File: src/rtl/seg_scan_decoder.sv
// seg_scan_decoder: debounces a multiplexed 8-digit seven-segment scan and decodes the HH.MM.SS frame.
// Optional macro SEG_SCAN_DECODER_TICK_CHECK_EN adds o_tick_err (time did not hold or advance by 1 s).
module seg_scan_decoder #(
    parameter bit CS_ACTIVE_LOW  = 1'b1,
    parameter bit SEG_ACTIVE_LOW = 1'b0,
    parameter int STABLE_CYCLES  = 4,
    parameter int TIMEOUT_CYCLES = 200000
) (
    input  logic       i_clk,
    input  logic       i_rst_n,
    input  logic [7:0] i_cs,
    input  logic [7:0] i_dig_sel,
    output logic       o_valid,
    output logic [4:0] o_hh,
    output logic [5:0] o_mm,
    output logic [5:0] o_ss,
    output logic       o_err,
    output logic       o_lost
`ifdef SEG_SCAN_DECODER_TICK_CHECK_EN
    ,
    output logic       o_tick_err
`endif
);

    localparam int              TO_W    = $clog2(TIMEOUT_CYCLES + 1);
    localparam logic [TO_W-1:0] TO_LAST = TO_W'(TIMEOUT_CYCLES - 1);
    localparam logic [TO_W-1:0] TO_MAX  = TO_W'(TIMEOUT_CYCLES);
    localparam logic [7:0]      STAB    = 8'(STABLE_CYCLES);

    typedef enum logic [1:0] {S_IDLE, S_COLLECT, S_CHECK} state_t;

    // Bit 4 of the result flags a code that is not a decimal digit.
    function automatic logic [4:0] decodeSeg(input logic [6:0] seg);
        case (seg)
            7'h3F:   decodeSeg = 5'd0;
            7'h06:   decodeSeg = 5'd1;
            7'h5B:   decodeSeg = 5'd2;
            7'h4F:   decodeSeg = 5'd3;
            7'h66:   decodeSeg = 5'd4;
            7'h6D:   decodeSeg = 5'd5;
            7'h7D:   decodeSeg = 5'd6;
            7'h07:   decodeSeg = 5'd7;
            7'h7F:   decodeSeg = 5'd8;
            7'h6F:   decodeSeg = 5'd9;
            default: decodeSeg = 5'h10;
        endcase
    endfunction

    logic [7:0]      w_cs_n;
    logic [7:0]      w_seg_n;
    logic [15:0]     w_sample;
    logic            w_selecting;
    logic            w_same;
    logic [7:0]      w_stab_next;
    logic            w_capture;
    logic [2:0]      w_pos;
    logic [4:0]      w_dec;
    logic            w_pos_bad;
    logic            w_timeout;

    logic [15:0]     r_prev;
    logic [7:0]      r_stab;
    logic [TO_W-1:0] r_to;
    state_t          r_state;
    state_t          w_state_next;
    logic [7:0]      r_bitmap;
    logic [7:0][3:0] r_digit;
    logic [7:0]      r_bad;

    logic            w_start;
    logic            w_store;
    logic            w_clear;
    logic            w_restart_err;
    logic            w_check_good;
    logic            w_check_bad;
    logic [6:0]      w_hh7;
    logic [6:0]      w_mm7;
    logic [6:0]      w_ss7;
    logic            w_frame_good;

    assign w_cs_n      = CS_ACTIVE_LOW  ? ~i_cs      : i_cs;
    assign w_seg_n     = SEG_ACTIVE_LOW ? ~i_dig_sel : i_dig_sel;
    assign w_sample    = {w_cs_n, w_seg_n};
    assign w_selecting = (w_cs_n != 8'd0) && ((w_cs_n & (w_cs_n - 8'd1)) == 8'd0);
    assign w_same      = (w_sample == r_prev);

    // The counter saturates so a position held for a very long time never recaptures.
    always_comb begin
        w_stab_next = 8'd0;
        if (w_selecting && w_same)
            w_stab_next = (r_stab == 8'hFF) ? r_stab : r_stab + 8'd1;
        else if (w_selecting)
            w_stab_next = 8'd1;
    end

    assign w_capture = w_selecting && (w_stab_next == STAB) && !(w_same && (r_stab == STAB));
    assign w_timeout = !w_capture && (r_to == TO_LAST);

    always_comb begin
        w_pos = 3'd0;
        for (int k = 0; k < 8; k++) begin
            if (w_cs_n[k])
                w_pos = 3'(k);
        end
    end

    // Separators must show a lit '0' with its dot; elsewhere the dot is ignored.
    always_comb begin
        w_dec     = decodeSeg(w_seg_n[6:0]);
        w_pos_bad = w_dec[4];
        if (w_pos == 3'd2 || w_pos == 3'd5)
            w_pos_bad = (w_seg_n != 8'hBF);
    end

    always_ff @(posedge i_clk or negedge i_rst_n) begin
        if (!i_rst_n) begin
            r_prev <= 16'd0;
            r_stab <= 8'd0;
            r_to   <= '0;
        end else begin
            r_prev <= w_sample;
            r_stab <= w_stab_next;
            if (w_capture)
                r_to <= '0;
            else if (r_to != TO_MAX)
                r_to <= r_to + TO_W'(1);
        end
    end

    assign w_hh7 = 7'(r_digit[0]) * 7'd10 + 7'(r_digit[1]);
    assign w_mm7 = 7'(r_digit[3]) * 7'd10 + 7'(r_digit[4]);
    assign w_ss7 = 7'(r_digit[6]) * 7'd10 + 7'(r_digit[7]);
    assign w_frame_good = (r_bad == 8'd0) && (w_hh7 < 7'd24) && (w_mm7 < 7'd60) && (w_ss7 < 7'd60);

    always_ff @(posedge i_clk or negedge i_rst_n) begin
        if (!i_rst_n)
            r_state <= S_IDLE;
        else
            r_state <= w_state_next;
    end

    // A position-0 capture during CHECK opens the next frame straight away.
    always_comb begin
        w_state_next  = r_state;
        w_start       = 1'b0;
        w_store       = 1'b0;
        w_clear       = 1'b0;
        w_restart_err = 1'b0;
        w_check_good  = 1'b0;
        w_check_bad   = 1'b0;
        case (r_state)
            S_IDLE: begin
                if (w_capture && w_pos == 3'd0) begin
                    w_start      = 1'b1;
                    w_state_next = S_COLLECT;
                end
            end
            S_COLLECT: begin
                if (w_capture && w_pos == 3'd0) begin
                    w_start       = 1'b1;
                    w_restart_err = 1'b1;
                end else if (w_capture && !r_bitmap[w_pos]) begin
                    w_store = 1'b1;
                    if ((r_bitmap | (8'd1 << w_pos)) == 8'hFF)
                        w_state_next = S_CHECK;
                end
            end
            S_CHECK: begin
                w_check_good = w_frame_good;
                w_check_bad  = !w_frame_good;
                w_clear      = 1'b1;
                w_state_next = S_IDLE;
                if (w_capture && w_pos == 3'd0) begin
                    w_start      = 1'b1;
                    w_state_next = S_COLLECT;
                end
            end
            default: w_state_next = S_IDLE;
        endcase
        if (w_timeout) begin
            w_clear      = 1'b1;
            w_state_next = S_IDLE;
        end
    end

    always_ff @(posedge i_clk or negedge i_rst_n) begin
        if (!i_rst_n) begin
            r_bitmap <= 8'd0;
            r_digit  <= '0;
            r_bad    <= 8'd0;
        end else if (w_start) begin
            r_bitmap   <= 8'h01;
            r_bad      <= {7'd0, w_pos_bad};
            r_digit[0] <= w_dec[3:0];
        end else if (w_store) begin
            r_bitmap[w_pos] <= 1'b1;
            r_bad[w_pos]    <= w_pos_bad;
            r_digit[w_pos]  <= w_dec[3:0];
        end else if (w_clear) begin
            r_bitmap <= 8'd0;
        end
    end

    always_ff @(posedge i_clk or negedge i_rst_n) begin
        if (!i_rst_n) begin
            o_valid <= 1'b0;
            o_err   <= 1'b0;
            o_lost  <= 1'b0;
            o_hh    <= 5'd0;
            o_mm    <= 6'd0;
            o_ss    <= 6'd0;
        end else begin
            o_valid <= w_check_good;
            o_err   <= w_check_bad | w_restart_err;
            if (w_capture)
                o_lost <= 1'b0;
            else if (w_timeout)
                o_lost <= 1'b1;
            if (w_check_good) begin
                o_hh <= w_hh7[4:0];
                o_mm <= w_mm7[5:0];
                o_ss <= w_ss7[5:0];
            end
        end
    end

`ifdef SEG_SCAN_DECODER_TICK_CHECK_EN
    logic       r_have_last;
    logic [4:0] w_inc_hh;
    logic [5:0] w_inc_mm;
    logic [5:0] w_inc_ss;
    logic       w_same_time;
    logic       w_next_time;

    // The held outputs are the previous good time; derive its +1 s successor.
    always_comb begin
        w_inc_ss = o_ss + 6'd1;
        w_inc_mm = o_mm;
        w_inc_hh = o_hh;
        if (o_ss == 6'd59) begin
            w_inc_ss = 6'd0;
            w_inc_mm = o_mm + 6'd1;
            if (o_mm == 6'd59) begin
                w_inc_mm = 6'd0;
                w_inc_hh = (o_hh == 5'd23) ? 5'd0 : o_hh + 5'd1;
            end
        end
    end

    assign w_same_time = ({w_hh7[4:0], w_mm7[5:0], w_ss7[5:0]} == {o_hh, o_mm, o_ss});
    assign w_next_time = ({w_hh7[4:0], w_mm7[5:0], w_ss7[5:0]} == {w_inc_hh, w_inc_mm, w_inc_ss});

    always_ff @(posedge i_clk or negedge i_rst_n) begin
        if (!i_rst_n) begin
            r_have_last <= 1'b0;
            o_tick_err  <= 1'b0;
        end else begin
            o_tick_err <= w_check_good && r_have_last && !w_same_time && !w_next_time;
            if (w_timeout)
                r_have_last <= 1'b0;
            else if (w_check_good)
                r_have_last <= 1'b1;
        end
    end
`endif

endmodule

File: config.mk
export PLATFORM = sky130hd
export DESIGN_NAME = seg_scan_decoder
export DESIGN_NICKNAME = d
export VERILOG_FILES = /design/src/rtl/seg_scan_decoder.sv
export SDC_FILE = /design/constraint.sdc
export NUM_CORES = 1
export LEC_CHECK = 0
export ABC_CLOCK_PERIOD_IN_PS = 3400
export CORE_UTILIZATION = 52
export DETAILED_ROUTE_END_ITERATION = 8
export PLACE_DENSITY_LB_ADDON = 0.12
export SYNTH_ARGS = -nofsm -noshare
export SYNTH_HDL_FRONTEND = slang
export SYNTH_SLANG_ARGS = --single-unit
File: constraint.sdc
create_clock -name i_clk -period 3.4 [get_ports i_clk]
set_input_delay 0.34 -clock i_clk [delete_from_list [all_inputs] [get_ports i_clk]]
set_output_delay 0.34 -clock i_clk [all_outputs]
set_load 0.005 [all_outputs]
; ---- Word-level counts from Yosys, hierarchy flattened
; Index checks and enable logic that the tools add are counted.
[word_totals]
regBits = 112
latchBits = 0
mem_bits_rw = 0
rom_bits = 0
inputBits = 18
out_inout_bits = 20
elab_cells = 144
n_memories = 0
[op_classes]
add_sub_neg = 6
n_mul = 3
div_mod_pow = 0
magnitude_cmp = 5
n_eq_ne = 26
n_shift = 1
n_mux = 48
bitwise_logic = 6
reduce_logical = 29
[op_table]
columns = cell, n
row1 = $mux 8, 7
row2 = $pmux 5 s10, 1
row3 = $eq 7x7->1 const B, 7
row4 = $mux 18, 2
row5 = $bwmux 32, 1
row6 = $add 7x4->7, 3
row7 = $add 18x1->18 const B, 1
row8 = $eq 18x18->1 const B, 1
row9 = $mul 4x3->6 const B, 3
row10 = $mux 1, 18
row11 = $ne 18x18->1 const B, 1
row12 = $eq 16x16->1, 1
row13 = $eq 8x3->1 const B, 2
row14 = $eq 8x8->1 const B, 2
row15 = $logic_not 8->1, 2
row16 = $or 8x8->8, 2
row17 = $mux 3, 5
row18 = $eq 7x3->1 const B, 2
row19 = $lt 7x6->1 const B, 2
row20 = $demux 4 s3, 1
row21 = $logic_and 1x1->1, 12
row22 = $mux 2, 6
row23 = $mux 4, 3
row24 = $ne 3x3->1 const B, 4
row25 = other kinds (30), 35

; ---- Logic depth before layout (Yosys ltp)
; Gate-level depths: netlist of run 1.
[depth]
depth_word = 17
ltp_mapped = 11
depth_no_buf = 10

; ---- Worst setup path after synthesis of run 1
; OpenSTA, ideal clock, no wires.
[synth_timing]
path_type = flip-flop to flip-flop
start = register r_digit[13] in the netlist's numbering
end = register o_hh[0]
setup_time_ns = 0.125
arrival_ns = 3.277
required_time_ns = 3.275
path_slack_ns = -0.002
stages_incl_launch_ff = 12
n_path_buf = 1
period_less_slack_ns = 3.402
cell_sequence = dfrtp_1 ha_1 ha_1 fa_1 and3b_1 o211ai_1 nand2_1 a21oi_1 o2111ai_1 nor3_2 buf_2 mux2_2
[synth_via]
elab_chain_cells = 6
[synth_rtl]
columns = element, line
row1 = "start, declared", 67  ; logic [7:0][3:0] r_digit;
row2 = "start signal, assigned by index", 198  ; r_digit[w_pos] <= w_dec[3:0];
row3 = $mul 4x3->6, 131  ; assign w_mm7 = 7'(r_digit[3]) * 7'd10 + 7'(r_digit[4]);
row4 = $add 7x4->7, 131
row5 = $lt 7x6->1, 133  ; assign w_frame_good = (r_bad == 8'd0) && (w_hh7 < 7'd24) && (w_mm7 < 7'd60) && (w_ss7 < 7'd60);
row6 = $logic_and 1x1->1 (2 in series), 133
row7 = $mux 1, 151  ; case (r_state)
row8 = "end signal, assigned", 220  ; o_hh <= w_hh7[4:0];
row9 = "end, declared", 14  ; output logic [4:0] o_hh,
; Every way passes these cells.
; A chain may end at the register's enable or synchronous reset.

; ---- Final worst setup path of run 1
[layout_timing]
start = register r_digit[13] in the netlist's numbering
end = register o_hh[4]
; Same word-level chain as after synthesis.

==> results of run 1 <==
==> layout make-up <==
| cell class | count | area share |
|---|---|---|
| Multi-Input combinational cell | 398 | 0.451 |
| Timing Repair Buffer | 55 | 0.0764 |
| Inverter | 36 | 0.0200 |
| Tap cell | 140 | 0.0259 |
| Clock inverter | 1 | 0.00445 |
| Clock buffer | 12 | 0.0365 |
| Sequential cell | 104 | 0.386 |
==> metrics by stage <==
step | instance area [um2] | std cells
2_1_floorplan | 5900 | 557
3_3_place_gp | 6470 | 733
3_5_place_dp | 6470 | 733
4_1_cts | 6740 | 746
5_1_grt | 6750 | 746
6_report | 6750 | 746
==> synth_stat cells (14+ instances only) <==
cell and instances:
nand2_1 36, inv_1 36, ha_1 22, mux2i_1 14
xnor2_1 27, dfrtp_1 104, mux2_2 27, nand3_1 15
xor2_1 27, nor2_1 54
==> repair_timing <==
action	CTS	global route
resized for setup	0	1
buffers inserted	0	0
setup endpoints to repair	0	12
==> routing by layer <==
metal  up-vias  GRT usage
li1       2047          -
met4         0     0.0772
met3        14     0.0332
met5         -          0
met1      2087      0.309
met2        54      0.374
==> logic make-up after synthesis <==
family	Yosys count
compound gates	68
xor+xnor	54
flops	104
mux	50
simple gates	196
buf+inv	55
fa+ha+maj	30
==> power by group through the flow <==
stage | registers [mW] | logic, mW | clock network, mW
after floorplan | 1.27 | 0.0622 | 0
after global routing | 1.25 | 0.144 | 1.08
after detailed placement | 1.28 | 0.130 | 0
after CTS | 1.25 | 0.131 | 1.04
final | 1.25 | 0.130 | 1.01
after global placement | 1.28 | 0.128 | 0
==> registers in the layout, summed over array words and instances (netlist names) <==
| register | flops |
|---|---|
| r_digit | 24 |
| r_prev | 16 |
| o_mm | 6 |
| o_lost | 1 |
| r_to | 18 |
| r_state | 2 |
| r_bitmap | 8 |
| o_hh | 5 |
| o_err | 1 |
| r_stab | 8 |
| o_ss | 6 |
| r_bad | 8 |
| o_valid | 1 |
==> critical path: cells and delay by family (launching register included) <==
kind | cells | cell delay (ns)
flops | 1 | 0.42
buf+inv | 1 | 0.19
simple gates | 3 | 0.46
fa+ha+maj | 3 | 1.08
compound gates | 3 | 0.58
mux | 1 | 0.35
==> final timing paths <==
kind	end	slack, ns	cells past startpoint
worst max-delay path	o_hh[4]$_DFFE_PN0P_	0.20	11
worst max register to register	o_hh[4]$_DFFE_PN0P_	0.20	11
worst min-delay path	r_prev[6]$_DFF_PN0_	0.20	1
worst min register to register	o_hh[0]$_DFFE_PN0P_	0.51	1
min in group i_clk	o_hh[0]$_DFFE_PN0P_	0.51	1
max in group asynchronous	r_to[15]$_DFFE_PN0P_	2.31	2
==> flow_summary.ini, run 1 <==
[layout]
multi_input_area_um2 = 3050
layout_common_cells = 104 x dfrtp_1, 54 x nor2_1, 36 x inv_1, 36 x nand2_1, 36 x clkdlybuf4s50_1
nets = 650
regArea_um2 = 2600
fin_util = 0.617
nFillCells = 888
final_layout_size_suffix_gt1_frac = 0.142
num_antenna_cells = 0
syn_to_final_growth_pct = 14.6
final_common_cell = dfrtp_1

[grt]
track_usage = 0.228
grt_pass1_wl_um = 20800
grt-ovfl-total = 0
grt_pass1_vias = 4324
grt_max_degree = 86
grt_antenna_before_repair = 0

[floorplanning]
die_area_um2 = 11800
die_w_um = 108
initial_utilization = 0.539
io_pins = 38
core-area_um2 = 10900
rows = 38
die_y_um = 108

[worst_setup_path]
required_ns = 3.63
cp_slowest_cell = fa_1
crit_chain = ha_1 -> ha_1 -> fa_1 -> and3b_1 -> o211ai_1 -> nand2_1 -> a21oi_1 -> o2111ai_2 -> nor3_4 -> buf_12 -> mux2_2
endpoint_kind = flip-flop
arrival_ns = 3.42
r2r_start = r_digit[13]$_DFFE_PN0P_
slowest_delay_ns = 0.56
cp_common_cell = ha_1
cp-start-kind = flip-flop
crit_fanout = 17
critical_path_class = reg2reg
startpoint = r_digit[13]$_DFFE_PN0P_

[routing]
wl_per_cell_um = 16.2
drt-met1-wl_um = 5850
vias_per_cell = 5.63
routed.top_layer = met4
drc_errors = 0
vias = 4202
drt-initial-drc-count = 240
ant_nets = 0
first_pass_iters = 4
wl_um = 12100
wl_met2_um = 5750
met3_length_um = 285

[synthesis]
synth-compound-area-share = 0.0786
yosysWarnings = 0
yosys.area_share.simple = 0.186
synth_top_flop_cell = dfrtp_1
muxShareOfSynthArea = 0.0996
synth-adder-area-share = 0.0705
ys_seq_elements = 104
syn_area_um2 = 5890
syn_nets = 603
syn_inst = 557
synth_xor_area_frac = 0.0803
netlist_top_cells_area = dfrtp_1 44%, mux2_2 5.2%, ha_1 4.7%
synth_cell_types = 77
synthArstFlopShare = 1.00
synth_top_family_by_area = simple AND/OR/NAND/NOR gates
synth_edf_count = 0
yosysTopAreaCell = dfrtp_1
synth.top_cell.area_share = 0.442
yosysSeqAreaShare = 0.442
synth_area_per_cell_um2 = 10.6

[timing]
max_freq_mhz = 313
drv_slew = 0
relSlewSlack = 0.272
hold_viol_final = 0
fin_crit_sh = 0.940
rsz0062_at_grt = false
setup-tns-final_ns = 0
min_period_ns = 3.20
tightest_slew_ns = 1.09
finalSetupViolations = 0
hold_slack_ns = 0.203
clock-skew-final_ns = 0.00756
fin_ws_ns = 0.205

[power_and_ir_drop]
ir_drop_uv = 204
internal-power_mw = 1.88
power.switching_uw = 516
p_total_mw = 2.39
power_frac_seq = 0.523
cellLeakagePower_nw = 3.08
switching_share = 0.216
power.share.clock = 0.422
pwr-share-comb = 0.054
powerDensity_nw_per_um2 = 354

[clock_network]
cts_buffers = 9
postCtsHoldBufs = 0
cts_tree = yes
clock-sinks = 104
htreeDepth = 3
cts-root-buf = clkbuf_16
clk_latency_ns = 0.34
clock_path_buffers = 2
clk_pin_slew_ns = 0.06

[placed_design]
pre_cts_slack_ns = 0.125
gp_congestion = 0.794
io_buffers = 37
dp_hpwl_um = 8790

[min_path]
hp-class = in2async

[status]
status = finished, final reports clean

[flow_run]
cap_violations = 0
Power figures use the tool's default switching activity.
==> run 2, diff against run 1 <==
Settings changed: CTS_BUF_LIST set to sky130_fd_sc_hd__clkbuf_4 sky130_fd_sc_hd__clkbuf_8 sky130_fd_sc_hd__clkbuf_16, PLACE_DENSITY set to 0.74, PLACE_DENSITY_LB_ADDON 0.12 to not set.
==> flow_summary.ini, run 2 (same netlist as run 1, synthesis figures left out) <==
[clock_network]
postCtsHoldBufs = 0
cts-root-buf = clkbuf_16
cts_buffers = 9
cts_tree = yes
htreeDepth = 3
clk_pin_slew_ns = 0.07
clock-sinks = 104
postCtsSetupRepairBufs = 0
clk_latency_ns = 0.35
clock_path_buffers = 2

[power_and_ir_drop]
pwr-share-comb = 0.055
p_total_mw = 2.37
power.share.clock = 0.417
powerDensity_nw_per_um2 = 351
internal-power_mw = 1.82
ir_drop_uv = 224
cellLeakagePower_nw = 3.06
power_frac_seq = 0.528
switching_share = 0.234
power.switching_uw = 556

[timing]
rsz0062_at_grt = false
relSlewSlack = 0.587
setup-tns-final_ns = 0
tightest_slew_ns = 0.620
min_period_ns = 3.19
drv_slew = 0
finalSetupViolations = 0
hold_slack_ns = -0.0128
hold_viol_final = 4
max_freq_mhz = 313
clock-skew-final_ns = 0.00688
fin_crit_sh = 0.938

[layout]
num_antenna_cells = 0
fin_util = 0.617
regMostFlops = r_digit
nFillCells = 916
final_layout_size_suffix_gt1_frac = 0.147
nets = 648
syn_to_final_growth_pct = 14.6
layout_common_cells = 104 x dfrtp_1, 54 x nor2_1, 36 x inv_1, 36 x nand2_1, 36 x clkdlybuf4s50_1
largest_reg_flops = 24
largestRegisters = r_digit (24), r_to (18), r_prev (16)
final_common_cell = dfrtp_1

[flow_run]
cap_violations = 0

[routing]
drt-initial-drc-count = 275
wl_per_cell_um = 16.2
ant_nets = 0
drc_errors = 0
vias = 4232
vias_per_cell = 5.67
first_pass_iters = 5
wl_um = 12100

[worst_setup_path]
critical_path_class = reg2reg
reg2regPathDepth = 11
crit_fanout = 17
required_ns = 3.63
endpoint_kind = flip-flop
reg2reg_to = o_hh[4]$_DFFE_PN0P_
r2r_slack_ns = 0.21
arrival_ns = 3.42
cp-start-kind = flip-flop
r2r_start = r_digit[13]$_DFFE_PN0P_

[floorplanning]
io_pins = 38
rows = 38
die_area_um2 = 11800
die_w_um = 108
core-area_um2 = 10900
initial_utilization = 0.539
die_y_um = 108

[status]
status = finished, violations left
violations = hold timing

[grt]
track_usage = 0.233
grt_pass1_vias = 4498
grt-ovfl-total = 0
grt_max_degree = 60
grt_antenna_before_repair = 0
grt_pass1_wl_um = 21200

[min_path]
hp-class = in2async

[placed_design]
gp_congestion = 0.889
io_buffers = 37
dp_hpwl_um = 8880
==> run 2: cell types whose count changed in the layout (fill, tap and decap cells not counted), sizes merged <==
| cell | change |
|---|---|
| buf | -2 |
| clkinvlp | +2 |
| inv | +2 |
| bufinv | -1 |
| clkbuf | -1 |
| clkinv | +1 |
==> run 2: how the worst max path moves through the flow <==
| stage | endpoint | start | slack (ns) | cells past startpoint |
|---|---|---|---|---|
| floorplan | o_hh[0]$_DFFE_PN0P_ | r_digit[13]$_DFFE_PN0P_ | 0.07 | 11 |
| global placement | o_hh[3]$_DFFE_PN0P_ | r_digit[13]$_DFFE_PN0P_ | 0.26 | 11 |
| detailed placement | o_mm[0]$_DFFE_PN0P_ | r_digit[13]$_DFFE_PN0P_ | 0.15 | 11 |
| CTS | o_hh[4]$_DFFE_PN0P_ | r_digit[13]$_DFFE_PN0P_ | 0.14 | 11 |
| global route | o_mm[0]$_DFFE_PN0P_ | r_digit[13]$_DFFE_PN0P_ | 0.001 | 11 |
| finish | o_hh[4]$_DFFE_PN0P_ | r_digit[13]$_DFFE_PN0P_ | 0.21 | 11 |
==> run 2: timing repair <==
action | 4_1_cts | 5_1_grt
hold endpoints to repair | 0 | 0
setup endpoints to repair | 0 | 12
gates resized for setup | 0 | 1
==> run 2: area by class of cell <==
| cell class | instances | area (um2) | area share |
|---|---|---|---|
| Clock buffer | 11 | 240 | 0.0356 |
| Tap cell | 140 | 175 | 0.0260 |
| Clock inverter | 5 | 41.3 | 0.00612 |
| Timing Repair Buffer | 53 | 513 | 0.0760 |
| Multi-Input combinational cell | 398 | 3040 | 0.451 |
| Inverter | 36 | 135 | 0.0200 |
| Sequential cell | 104 | 2600 | 0.386 |
==> run 2: worst max-delay path, cell delays in order, from the launching register on <==
cell	delay [ns]
dfrtp_1	0.42
ha_1	0.31
ha_1	0.21
fa_2	0.57
and3b_1	0.19
o211ai_1	0.22
nand2_1	0.09
a21oi_1	0.16
o2111ai_1	0.18
nor3_4	0.19
buf_12	0.18
mux2_2	0.34
==> run 2: power by group through the flow <==
stage	Sequential (mW)	Combinational, mW	Clock, mW
2_1_floorplan	1.27	0.0622	0
3_3_place_gp	1.28	0.127	0
3_5_place_dp	1.28	0.131	0
4_1_cts	1.25	0.132	1.01
5_1_grt	1.25	0.146	1.07
6_report	1.25	0.131	0.990
==> run 2: metrics by stage <==
step | std cells | cell area [um2] | worst slack (ns)
2_1_floorplan | 557 | 5900 | 0.0664
3_3_place_gp | 731 | 6460 | 0.259
3_5_place_dp | 731 | 6460 | 0.154
4_1_cts | 747 | 6750 | 0.144
5_1_grt | 747 | 6750 | 0.00121
6_report | 747 | 6750 | 0.210
==> run 2: metal layers <==
metal / part of all wire / vias to the layer above / GRT usage
li1: - / 2033 / -
met1: 0.45 / 2088 / 0.295
met2: 0.49 / 94 / 0.397
met3: 0.041 / 17 / 0.0500
met4: 0.016 / 0 / 0.0763
met5: 0 / - / 0
==> run 3, diff against run 2 <==
Settings changed: CORE_MARGIN set to 1.5.
==> flow_summary.ini, run 3 (same netlist as run 1, synthesis figures left out) <==
[timing]
clock-skew-final_ns = 0.00991
relSlewSlack = 0.618
min_period_ns = 3.19
fin_crit_sh = 0.938
rsz0062_at_grt = false
max_freq_mhz = 313
fin_ws_ns = 0.210
setup-tns-final_ns = 0
tightest_slew_ns = 0.573
drv_slew = 0
finalSetupViolations = 0
hold_viol_final = 0

[power_and_ir_drop]
power_frac_seq = 0.496
switching_share = 0.215
pwr-share-comb = 0.051
power.share.clock = 0.453
cellLeakagePower_nw = 3.11
powerDensity_nw_per_um2 = 371
ir_drop_uv = 267
power.switching_uw = 544
p_total_mw = 2.52
internal-power_mw = 1.98

[layout]
num_antenna_cells = 0
multi_input_area_um2 = 3050
finish.instance_area_um2 = 6810
nets = 649
final_common_cell = dfrtp_1
final_cells = 748
final_layout_size_suffix_gt1_frac = 0.151
largest_reg_flops = 24
nFillCells = 887
layout_common_cells = 104 x dfrtp_1, 54 x nor2_1, 36 x inv_1, 36 x nand2_1, 36 x clkdlybuf4s50_1
regMostFlops = r_digit
syn_to_final_growth_pct = 15.6
largestRegisters = r_digit (24), r_to (18), r_prev (16)
regArea_um2 = 2600

[placed_design]
gp_congestion = 0.877
dp_hpwl_um = 8580
pre_cts_slack_ns = 0.0870
io_buffers = 37
dp.cells = 730
post_dp_cell_area_um2 = 6440

[worst_setup_path]
cp_common_cell = ha_1
arrival_ns = 3.43
slowest_delay_ns = 0.58
r2r_start = r_digit[13]$_DFFE_PN0P_
crit_chain = ha_1 -> ha_1 -> fa_2 -> and3b_1 -> o211ai_1 -> nand2_1 -> a21oi_2 -> o2111ai_2 -> nor3_4 -> buf_4 -> mux2_2
crit_family = adder cells
critical_path_class = reg2reg
reg2regPathDepth = 11
crit_fanout = 6
endpoint_kind = flip-flop
required_ns = 3.64
cp_slowest_cell = fa_2
reg2reg_to = o_hh[1]$_DFFE_PN0P_
r2r_slack_ns = 0.21
cp_num_buf_inv = 1
cp-start-kind = flip-flop

[clock_network]
cts_tree = yes
htreeDepth = 3
clock_path_buffers = 2
cts-root-buf = clkbuf_16
clk_latency_ns = 0.36
cts_buffers = 9
clk_pin_slew_ns = 0.07
postCtsHoldBufs = 0
clock-sinks = 104

[grt]
track_usage = 0.223
grt-ovfl-total = 0
grt_antenna_before_repair = 0
grt_pass1_wl_um = 20500
grt_pass1_vias = 4222
grt_max_degree = 105

[floorplanning]
die_w_um = 109
rows = 38
die_area_um2 = 12000
initial_utilization = 0.539
io_pins = 38
die_y_um = 109
core-area_um2 = 10900

[status]
status = finished, final reports clean

[routing]
first_pass_iters = 4
drt-initial-drc-count = 262
ant_nets = 0
drc_errors = 0
vias = 4225
wl_um = 12100
vias_per_cell = 5.65
wl_per_cell_um = 16.1

[flow_run]
cap_violations = 0

[min_path]
hp-class = in2async
-- run 3: cell count changes in the layout (fill, tap and decap cells not counted), sizes merged --
cell | before | now
bufinv | 0 | 2
clkinv | 1 | 3
clkinvlp | 2 | 0
inv | 38 | 36
buf | 17 | 18
-- run 3: layout make-up --
type / count / area share
clock buffers: 11 / 0.0371
clock inverters: 5 / 0.0116
inverters: 36 / 0.0198
multi-input cells: 398 / 0.448
flip-flops and latches: 104 / 0.382
well taps: 140 / 0.0257
repair buffers: 54 / 0.0752
-- run 3: worst max path at each step --
stage | endpoint | cells after the start | slack [ns] | startpoint
2_1_floorplan | o_hh[0]$_DFFE_PN0P_ | 11 | 0.07 | r_digit[13]$_DFFE_PN0P_
3_3_place_gp | o_mm[1]$_DFFE_PN0P_ | 11 | 0.20 | r_digit[13]$_DFFE_PN0P_
3_5_place_dp | o_mm[1]$_DFFE_PN0P_ | 11 | 0.09 | r_digit[13]$_DFFE_PN0P_
4_1_cts | o_mm[1]$_DFFE_PN0P_ | 11 | 0.06 | r_digit[13]$_DFFE_PN0P_
5_1_grt | o_ss[1]$_DFFE_PN0P_ | 11 | 0.02 | r_digit[13]$_DFFE_PN0P_
6_report | o_hh[1]$_DFFE_PN0P_ | 11 | 0.21 | r_digit[13]$_DFFE_PN0P_
-- run 3: power by group through the flow --
stage          combinational, mW  sequential [mW]  clock [mW]
2_1_floorplan             0.0622             1.27           0
3_3_place_gp               0.127             1.28           0
3_5_place_dp               0.131             1.28           0
4_1_cts                    0.132             1.25        1.17
5_1_grt                    0.146             1.25        1.23
6_report                   0.130             1.25        1.14
-- run 3: worst reg2reg max path, cell delays in order (launching register included) --
cell	delay (ns)
dfrtp_1	0.42
ha_1	0.32
ha_1	0.21
fa_2	0.58
and3b_1	0.20
o211ai_1	0.20
nand2_1	0.10
a21oi_2	0.16
o2111ai_2	0.17
nor3_4	0.18
buf_4	0.19
mux2_2	0.34
-- run 3: layer usage --
layer / up-vias / share of wire / global-route usage / routed length [um]
met1: 2090 / 0.46 / 0.295 / 5510
met5: - / 0 / 0 / 0
met4: 0 / 0.018 / 0.0872 / 221
met2: 73 / 0.49 / 0.366 / 5890
met3: 17 / 0.036 / 0.0385 / 428
li1: 2045 / - / - / -
-- run 3: timing repair --
action | CTS | global route
endpoints found under the setup margin | 0 | 14
setup buffers | 0 | 2
resized for setup | 0 | 4
-- run 3: metrics by stage --
| step | util | hold slack, ns |
|---|---|---|
| after floorplan | - | 0.0444 |
| after global placement | 0.589 | 0.449 |
| after detailed placement | 0.589 | 0.456 |
| after CTS | 0.620 | 0.0701 |
| after global routing | 0.623 | 0.0651 |
| final | 0.623 | 0.0185 |
